===== src/rtl/comm_pkg.sv =====
`default_nettype none
// +--------------------------------------------------------------------------+
// | comm_pkg : message codes, frame constants and frame builder shared by     |
// |            the link transmitter and receiver.                            |
// | Revision : 1.0                                                           |
// +--------------------------------------------------------------------------+
package comm_pkg;

    typedef enum logic [2:0] {
        MSG_NONE      = 3'd0,
        BALL          = 3'd1,
        MISS          = 3'd2,
        ARE_YOU_THERE = 3'd3,
        I_AM_HERE     = 3'd4,
        I_LOST        = 3'd5,
        NEW_GAME      = 3'd6,
        MSG_RSVD      = 3'd7
    } msg_type_t;

    localparam logic [3:0] SYNC_NIBBLE   = 4'hA;
    localparam int         FRAME_BYTES   = 5;
    localparam int         FRAME_BITS    = 8 * FRAME_BYTES;
    localparam logic [2:0] LAST_BYTE_IDX = 3'(FRAME_BYTES - 1);

    typedef enum logic [1:0] {
        BIT_IDLE  = 2'd0,
        BIT_START = 2'd1,
        BIT_DATA  = 2'd2,
        BIT_STOP  = 2'd3
    } bit_state_t;

    typedef enum logic [1:0] {
        FRM_IDLE = 2'd0,
        FRM_SEND = 2'd1,
        FRM_DONE = 2'd2
    } frame_state_t;

    function automatic logic is_valid_type(input logic [2:0] code);
        return (code != 3'd0) && (code != 3'd7);
    endfunction

    // Byte 0 sits in the low bits so the frame can be shifted out byte by byte.
    function automatic logic [FRAME_BITS-1:0] build_frame(
        input logic [2:0] code,
        input logic [8:0] ball_y,
        input logic [3:0] velocity_x,
        input logic [3:0] velocity_y,
        input logic       sign_y
    );
        logic [7:0] b0, b1, b2, b3;
        b0 = {SYNC_NIBBLE, 1'b0, code};
        if (code == BALL) begin
            b1 = ball_y[7:0];
            b2 = {velocity_x, velocity_y};
            b3 = {6'b0, ball_y[8], sign_y};
        end else begin
            b1 = 8'h00;
            b2 = 8'h00;
            b3 = 8'h00;
        end
        return {b0 ^ b1 ^ b2 ^ b3, b3, b2, b1, b0};
    endfunction

endpackage
`default_nettype wire


===== src/rtl/comm_transmitter_if.sv =====
`default_nettype none
// +--------------------------------------------------------------------------+
// | comm_transmitter_if : message request handshake between game logic and   |
// |                       the link transmitter.                              |
// | Revision : 1.0                                                           |
// +--------------------------------------------------------------------------+
interface comm_transmitter_if;
    import comm_pkg::*;

    logic       send;
    msg_type_t  msg_type;
    logic [8:0] ball_y;
    logic [3:0] velocity_x;
    logic [3:0] velocity_y;
    logic       sign_y;
    logic       ready;
    logic       done;

    modport master (
        output send, msg_type, ball_y, velocity_x, velocity_y, sign_y,
        input  ready, done
    );

    modport slave (
        input  send, msg_type, ball_y, velocity_x, velocity_y, sign_y,
        output ready, done
    );
endinterface
`default_nettype wire


===== src/rtl/comm_uart_tx_byte.sv =====
`default_nettype none
// +--------------------------------------------------------------------------+
// | comm_uart_tx_byte : 8N1 byte serializer, LSB first, registered line.     |
// | Revision : 1.0                                                           |
// +--------------------------------------------------------------------------+
module comm_uart_tx_byte
    import comm_pkg::*;
#(
    parameter int CLKS_PER_BIT = 434
) (
    input  logic       clock,
    input  logic       reset_L,
    input  logic [7:0] data_byte,
    input  logic       start,
    output logic       busy,
    output logic       byte_done,
    output logic       tx
);
    localparam int                 TIMER_W   = $clog2(CLKS_PER_BIT);
    localparam logic [TIMER_W-1:0] LAST_TICK = TIMER_W'(CLKS_PER_BIT - 1);

    bit_state_t         r_state, w_state_n;
    logic [TIMER_W-1:0] r_timer, w_timer_n;
    logic [2:0]         r_bit_cnt, w_bit_cnt_n;
    logic [7:0]         r_shift, w_shift_n;
    logic               r_tx, w_tx_n;
    logic               w_bit_end;

    assign w_bit_end = (r_timer == LAST_TICK);
    assign busy      = (r_state != BIT_IDLE);
    // Asserted in the last stop-bit cycle so a following byte starts with no gap.
    assign byte_done = (r_state == BIT_STOP) && w_bit_end;
    assign tx        = r_tx;

    always_ff @(posedge clock or negedge reset_L) begin
        if (!reset_L) begin
            r_state   <= BIT_IDLE;
            r_timer   <= '0;
            r_bit_cnt <= '0;
            r_shift   <= '0;
            r_tx      <= 1'b1;
        end else begin
            r_state   <= w_state_n;
            r_timer   <= w_timer_n;
            r_bit_cnt <= w_bit_cnt_n;
            r_shift   <= w_shift_n;
            r_tx      <= w_tx_n;
        end
    end

    always_comb begin
        w_state_n   = r_state;
        w_timer_n   = r_timer + TIMER_W'(1);
        w_bit_cnt_n = r_bit_cnt;
        w_shift_n   = r_shift;
        w_tx_n      = r_tx;
        case (r_state)
            BIT_IDLE: begin
                w_timer_n = '0;
                if (start) begin
                    w_state_n = BIT_START;
                    w_shift_n = data_byte;
                    w_tx_n    = 1'b0;
                end
            end
            BIT_START: begin
                if (w_bit_end) begin
                    w_state_n   = BIT_DATA;
                    w_timer_n   = '0;
                    w_bit_cnt_n = '0;
                    w_tx_n      = r_shift[0];
                end
            end
            BIT_DATA: begin
                if (w_bit_end) begin
                    w_timer_n = '0;
                    if (r_bit_cnt == 3'd7) begin
                        w_state_n = BIT_STOP;
                        w_tx_n    = 1'b1;
                    end else begin
                        w_bit_cnt_n = r_bit_cnt + 3'd1;
                        w_shift_n   = r_shift >> 1;
                        w_tx_n      = r_shift[1];
                    end
                end
            end
            BIT_STOP: begin
                if (w_bit_end) begin
                    w_timer_n = '0;
                    if (start) begin
                        w_state_n = BIT_START;
                        w_shift_n = data_byte;
                        w_tx_n    = 1'b0;
                    end else begin
                        w_state_n = BIT_IDLE;
                    end
                end
            end
            default: w_state_n = BIT_IDLE;
        endcase
    end
endmodule
`default_nettype wire


===== src/rtl/comm_transmitter.sv =====
`default_nettype none
// +--------------------------------------------------------------------------+
// | comm_transmitter : builds the 5-byte game frame and sends it over 8N1.   |
// | Revision : 1.0                                                           |
// +--------------------------------------------------------------------------+
module comm_transmitter
    import comm_pkg::*;
#(
    parameter int CLKS_PER_BIT = 434
) (
    input  logic               clock,
    input  logic               reset_L,
    comm_transmitter_if.slave  bus,
    output logic               tx
);
    frame_state_t          r_state, w_state_n;
    logic [2:0]            r_idx, w_idx_n;
    logic [FRAME_BITS-1:0] r_frame, w_frame_n, w_frame_in;
    logic                  w_ready, w_accept, w_more;
    logic                  w_byte_start, w_byte_done, w_byte_busy;
    logic [7:0]            w_byte_data;

    assign w_frame_in = build_frame(bus.msg_type, bus.ball_y, bus.velocity_x,
                                    bus.velocity_y, bus.sign_y);
    assign w_ready    = (r_state == FRM_IDLE) && !w_byte_busy;
    assign w_accept   = bus.send && w_ready && is_valid_type(bus.msg_type);
    assign w_more     = (r_state == FRM_SEND) && w_byte_done && (r_idx < LAST_BYTE_IDX);
    assign bus.ready  = w_ready;
    assign bus.done   = (r_state == FRM_DONE);

    // Byte 0 goes straight from the inputs so its start bit follows acceptance;
    // later bytes come from the captured frame, which shifts down one byte each time.
    assign w_byte_start = w_accept || w_more;
    assign w_byte_data  = w_accept ? w_frame_in[7:0] : r_frame[15:8];

    comm_uart_tx_byte #(
        .CLKS_PER_BIT (CLKS_PER_BIT)
    ) u_byte (
        .clock     (clock),
        .reset_L   (reset_L),
        .data_byte (w_byte_data),
        .start     (w_byte_start),
        .busy      (w_byte_busy),
        .byte_done (w_byte_done),
        .tx        (tx)
    );

    always_ff @(posedge clock or negedge reset_L) begin
        if (!reset_L) begin
            r_state <= FRM_IDLE;
            r_idx   <= '0;
            r_frame <= '0;
        end else begin
            r_state <= w_state_n;
            r_idx   <= w_idx_n;
            r_frame <= w_frame_n;
        end
    end

    always_comb begin
        w_state_n = r_state;
        w_idx_n   = r_idx;
        w_frame_n = r_frame;
        case (r_state)
            FRM_IDLE: begin
                if (w_accept) begin
                    w_state_n = FRM_SEND;
                    w_idx_n   = '0;
                    w_frame_n = w_frame_in;
                end
            end
            FRM_SEND: begin
                if (w_byte_done) begin
                    if (r_idx < LAST_BYTE_IDX) begin
                        w_idx_n   = r_idx + 3'd1;
                        w_frame_n = r_frame >> 8;
                    end else begin
                        w_state_n = FRM_DONE;
                    end
                end
            end
            FRM_DONE: w_state_n = FRM_IDLE;
            default:  w_state_n = FRM_IDLE;
        endcase
    end
endmodule
`default_nettype wire


===== src/flat_wrapper.sv =====
// flat-port wrapper written by rule: the top's interface ports become plain ports
module comm_transmitter_flat import comm_pkg::*;
#(
    parameter int CLKS_PER_BIT = 434
)
  (clock, reset_L, tx, bus_send, bus_msg_type, bus_ball_y, bus_velocity_x, bus_velocity_y, bus_sign_y, bus_ready, bus_done);
  comm_transmitter_if bus_i ();
  input  logic clock;
  input  logic reset_L;
  output logic tx;
  input wire logic [$bits(bus_i.send)-1:0] bus_send;
  input wire logic [$bits(bus_i.msg_type)-1:0] bus_msg_type;
  input wire logic [$bits(bus_i.ball_y)-1:0] bus_ball_y;
  input wire logic [$bits(bus_i.velocity_x)-1:0] bus_velocity_x;
  input wire logic [$bits(bus_i.velocity_y)-1:0] bus_velocity_y;
  input wire logic [$bits(bus_i.sign_y)-1:0] bus_sign_y;
  output wire logic [$bits(bus_i.ready)-1:0] bus_ready;
  output wire logic [$bits(bus_i.done)-1:0] bus_done;
  assign bus_i.send = bus_send;
  assign bus_i.msg_type = bus_msg_type;
  assign bus_i.ball_y = bus_ball_y;
  assign bus_i.velocity_x = bus_velocity_x;
  assign bus_i.velocity_y = bus_velocity_y;
  assign bus_i.sign_y = bus_sign_y;
  assign bus_ready = bus_i.ready;
  assign bus_done = bus_i.done;
  comm_transmitter #(.CLKS_PER_BIT(CLKS_PER_BIT)) u_core (.clock(clock), .reset_L(reset_L), .bus(bus_i), .tx(tx));
endmodule

===== config.mk =====
export PLATFORM = sky130hd
export DESIGN_NAME = comm_transmitter_flat
export DESIGN_NICKNAME = d
export VERILOG_FILES = /design/src/rtl/comm_pkg.sv /design/src/rtl/comm_transmitter_if.sv /design/src/rtl/comm_uart_tx_byte.sv /design/src/rtl/comm_transmitter.sv /design/src/flat_wrapper.sv
export SDC_FILE = /design/constraint.sdc
export NUM_CORES = 1
export LEC_CHECK = 0
export CAP_MARGIN = 20
export CORE_UTILIZATION = 39
export CTS_CLUSTER_DIAMETER = 150
export CTS_CLUSTER_SIZE = 16
export DETAILED_ROUTE_END_ITERATION = 10
export SYNTH_ARGS = -nofsm -noshare
export SYNTH_HDL_FRONTEND = slang
export SYNTH_HIERARCHICAL = 1
export SYNTH_SLANG_ARGS = --single-unit

===== constraint.sdc =====
create_clock -name clock -period 3.8 [get_ports clock]
set_input_delay 0.57 -clock clock [delete_from_list [all_inputs] [get_ports clock]]
set_output_delay 0.57 -clock clock [all_outputs]
set_load 0.1 [all_outputs]

==> load_flow_metrics.sql <==
INSERT INTO impl_metrics (metric_group, metric, value, unit) VALUES
('power_and_ir_drop', 'worst_ir_drop_vdd', '0.171', 'mV'),
('clock_tree', 'cts_tree', 'yes', ''),
('die', 'dieHeight', '96.4', 'µm'),
('final_layout', 'area_growth', '15.6', '%'),
('power_and_ir_drop', 'power.net_switching', '313', 'µW'),
('synthesis', 'mappedNetlistNets', '350', ''),
('die', 'core-area', '0.00868', 'mm²'),
('setup_path', 'worstPathMaxFanout', '28', ''),
('synthesis', 'synth_async_sr_flop_share', '100', '%'),
('timing', 'timing.final.max_slew_violations', '0', ''),
('synthesis', 'synth.distinct_cells', '55', ''),
('setup_path', 'reg2reg_slack', '950', 'ps'),
('power_and_ir_drop', 'power.share.sequential', '48.8', '%'),
('global_routing', 'grt_pass1_wl', '12.3', 'mm'),
('outcome', 'run_status', 'completed', ''),
('place', 'numPortBuffers', '26', ''),
('clock_tree', 'cts.clk_slew.worst_paths', '70', 'ps'),
('synthesis', 'avgSynthCellArea', '11.0', 'µm²'),
('clock_tree', 'cts_made_buffers', '9', ''),
('global_routing', 'grt_start_max_net_pins', '32', ''),
('timing', 'post-route-min-period', '2850', 'ps'),
('synthesis', 'netlist_instances', '316', ''),
('final_layout', 'drive_gt1_share', '17.0', '%'),
('drt', 'totalWireLength', '7.63', 'mm'),
('timing', 'max_freq', '350', 'MHz'),
('setup_path', 'worstPathArrival', '3070', 'ps'),
('synthesis', 'synth-seq-area-share', '43.2', '%'),
('timing', 'fin_tns_setup', '0', 'ps'),
('die', 'starting_density', '40.1', '%'),
('drt', 'routedWlPerCell', '16.8', 'µm'),
('final_layout', 'final_cell_count_no_fill', '455', ''),
('clock_tree', 'post_cts_resize_count', '0', ''),
('final_layout', 'final_cell_mix', 'sky130_fd_sc_hd__dfrtp_1 (59), sky130_fd_sc_hd__inv_1 (30), sky130_fd_sc_hd__mux2i_1 (24)', ''),
('place', 'placedCellCount', '439', ''),
('final_layout', 'final_net_count', '376', ''),
('synthesis', 'synthFlopType', 'sky130_fd_sc_hd__dfrtp_1', ''),
('power_and_ir_drop', 'netSwitchingFraction', '22.9', '%'),
('final_layout', 'n_fill_cell', '820', ''),
('global_routing', 'via_count_of_the_first_global_routing_pass', '2457', ''),
('global_routing', 'grt_util_all_layers', '17.8', '%'),
('drt', 'drc', '0', ''),
('clock_tree', 'cts_num_sinks', '60', ''),
('setup_path', 'startpoint_type', 'flip-flop', ''),
('timing', 'unrepaired_setup_endpoints_after_global_routing', 'false', ''),
('global_routing', 'initial_antenna_violation_count', '0', ''),
('timing', 'clock_skew', '7.86', 'ps'),
('drt', 'num_vias', '2408', ''),
('power_and_ir_drop', 'total_leakage_power', '1.80', 'nW'),
('die', 'die_w', '96.4', 'µm'),
('die', 'ioPinCount', '27', ''),
('clock_tree', 'postCtsSetupRepairBufs', '0', ''),
('timing', 'count_of_endpoints_failing_hold_in_the_final_timing_report', '0', ''),
('place', 'gp_congestion', '0.788', ''),
('setup_path', 'critPathCaptureType', 'flip-flop', ''),
('clock_tree', 'clock_tree.root_cell', 'sky130_fd_sc_hd__clkbuf_8', ''),
('place', 'post-place-ws', '896', 'ps'),
('job', 'max_cap_viol_count', '0', ''),
('setup_path', 'path_class', 'flip-flop to flip-flop', ''),
('final_layout', 'layout_commonest_cell', 'sky130_fd_sc_hd__dfrtp_1', ''),
('hold_path', 'worstHoldPathType', 'input pin to asynchronous set/reset pin', ''),
('timing', 'period_share', '75.1', '%'),
('power_and_ir_drop', 'design_power', '1.37', 'mW'),
('timing', 'slew_headroom', '35.5', '%'),
('power_and_ir_drop', 'pwr-share-comb', '8.8', '%'),
('drt', 'drt-initial-drc-count', '115', ''),
('die', 'placementRows', '34', ''),
('drt', 'drtAntennaViolNets', '0', ''),
('drt', 'number_of_vias_per_cell', '5.29', ''),
('drt', 'drt_first_pass_iters', '4', ''),
('timing', 'hold_slack', '277', 'ps'),
('clock_tree', 'clk_latency', '330', 'ps');
## power groups by stage
stage / logic, mW / registers (mW) / clock network, mW
global placement: 0.119 / 0.679 / 0
detailed placement: 0.120 / 0.679 / 0
finish: 0.120 / 0.668 / 0.582
floorplan: 0.0629 / 0.677 / 0
CTS: 0.121 / 0.667 / 0.604
global route: 0.132 / 0.670 / 0.630
## cells by family after synthesis
logic type	after synthesis	share of synthesized area [%]
AO/OA/AOI/OAI	51	11.5
XOR/XNOR	15	4.61
buffers and inverters	47	5.80
adder cells (fa/ha/maj)	10	3.60
flip-flops	60	43.2
AND/OR/NAND/NOR	88	16.7
multiplexers	45	14.6
## stage by stage
stage	utilization, %	cell area [µm²]
after global routing	46.3	4020
final	46.3	4020
after floorplan	-	3480
after global placement	43.9	3810
after detailed placement	43.9	3810
after CTS	46.3	4020
## synth_stat cells, drive strengths merged, types with 2 or more instances
master	count	share of area, %
nand3	5	0.72
dfrtp	59	42
nor2b	5	0.90
clkbuf	11	1.2
a22o	6	1.5
xnor2	10	2.5
mux2	21	7.7
nor3	9	1.3
o311ai	3	0.76
a21oi	3	0.54
ha	10	3.6
nor2	19	2.5
buf	5	1.3
o2bb2ai	2	0.50
o22ai	2	0.36
nand4	3	0.72
or4b	2	0.68
mux2i	24	6.9
inv	31	3.3
and3	3	0.54
xor2	3	0.76
or3	2	0.50
o21ai	5	1.0
nand2	12	1.4
a31oi	23	4.6
o31ai	3	0.65
and3b	18	4.5
nand2b	3	0.54
## worst max-delay path, cell delays in order (launching register included)
cell	delay, ps
sky130_fd_sc_hd__dfrtp_1	430
sky130_fd_sc_hd__or4b_4	600
sky130_fd_sc_hd__nor2_8	180
sky130_fd_sc_hd__and2_1	220
sky130_fd_sc_hd__and4bb_2	300
sky130_fd_sc_hd__a31oi_4	70
sky130_fd_sc_hd__inv_2	130
sky130_fd_sc_hd__buf_4	410
sky130_fd_sc_hd__mux2_2	380
## final cells by class
class	instances	area, µm²	area share [%]
Clock buffer	12	155	3.86
Clock inverter	4	47.5	1.18
Inverter	31	116	2.90
Multi-Input combinational cell	209	1770	44.1
Sequential cell	60	1500	37.4
Tap cell	108	135	3.36
Timing Repair Buffer	31	288	7.17
## sequential cells by signal, indices dropped and copies added (netlist names)
signal and cells:
u_core/r_state 2, u_core/r_idx 3, u_core/r_frame 32, u_core/u_byte/r_state 2, u_core/u_byte/r_shift 8, u_core/u_byte/r_bit_cnt 3, u_core/u_byte/r_timer 9, u_core/u_byte/tx 1
## worst paths after layout
path,from,to,cells past startpoint
min in group clock,u_core/r_idx[0],u_core/r_idx[0],1
max in group asynchronous,reset_L,u_core/u_byte/r_timer[3],2
worst max-delay path,u_core/u_byte/r_timer[3],u_core/r_frame[35],8
worst min-delay path,reset_L,u_core/r_frame[27],1
worst max register to register,u_core/u_byte/r_timer[3],u_core/r_frame[35],8
worst min register to register,u_core/r_idx[0],u_core/r_idx[0],1
## routing by layer
metal / up-vias / routed length (µm) / global-route usage (%)
met3: 5 / 401 / 3.91
li1: 1174 / - / -
met2: 62 / 3460 / 28.8
met4: 0 / 55 / 5.15
met5: - / 0 / 0
met1: 1167 / 3710 / 24.0
Power figures use the tool's default switching activity.
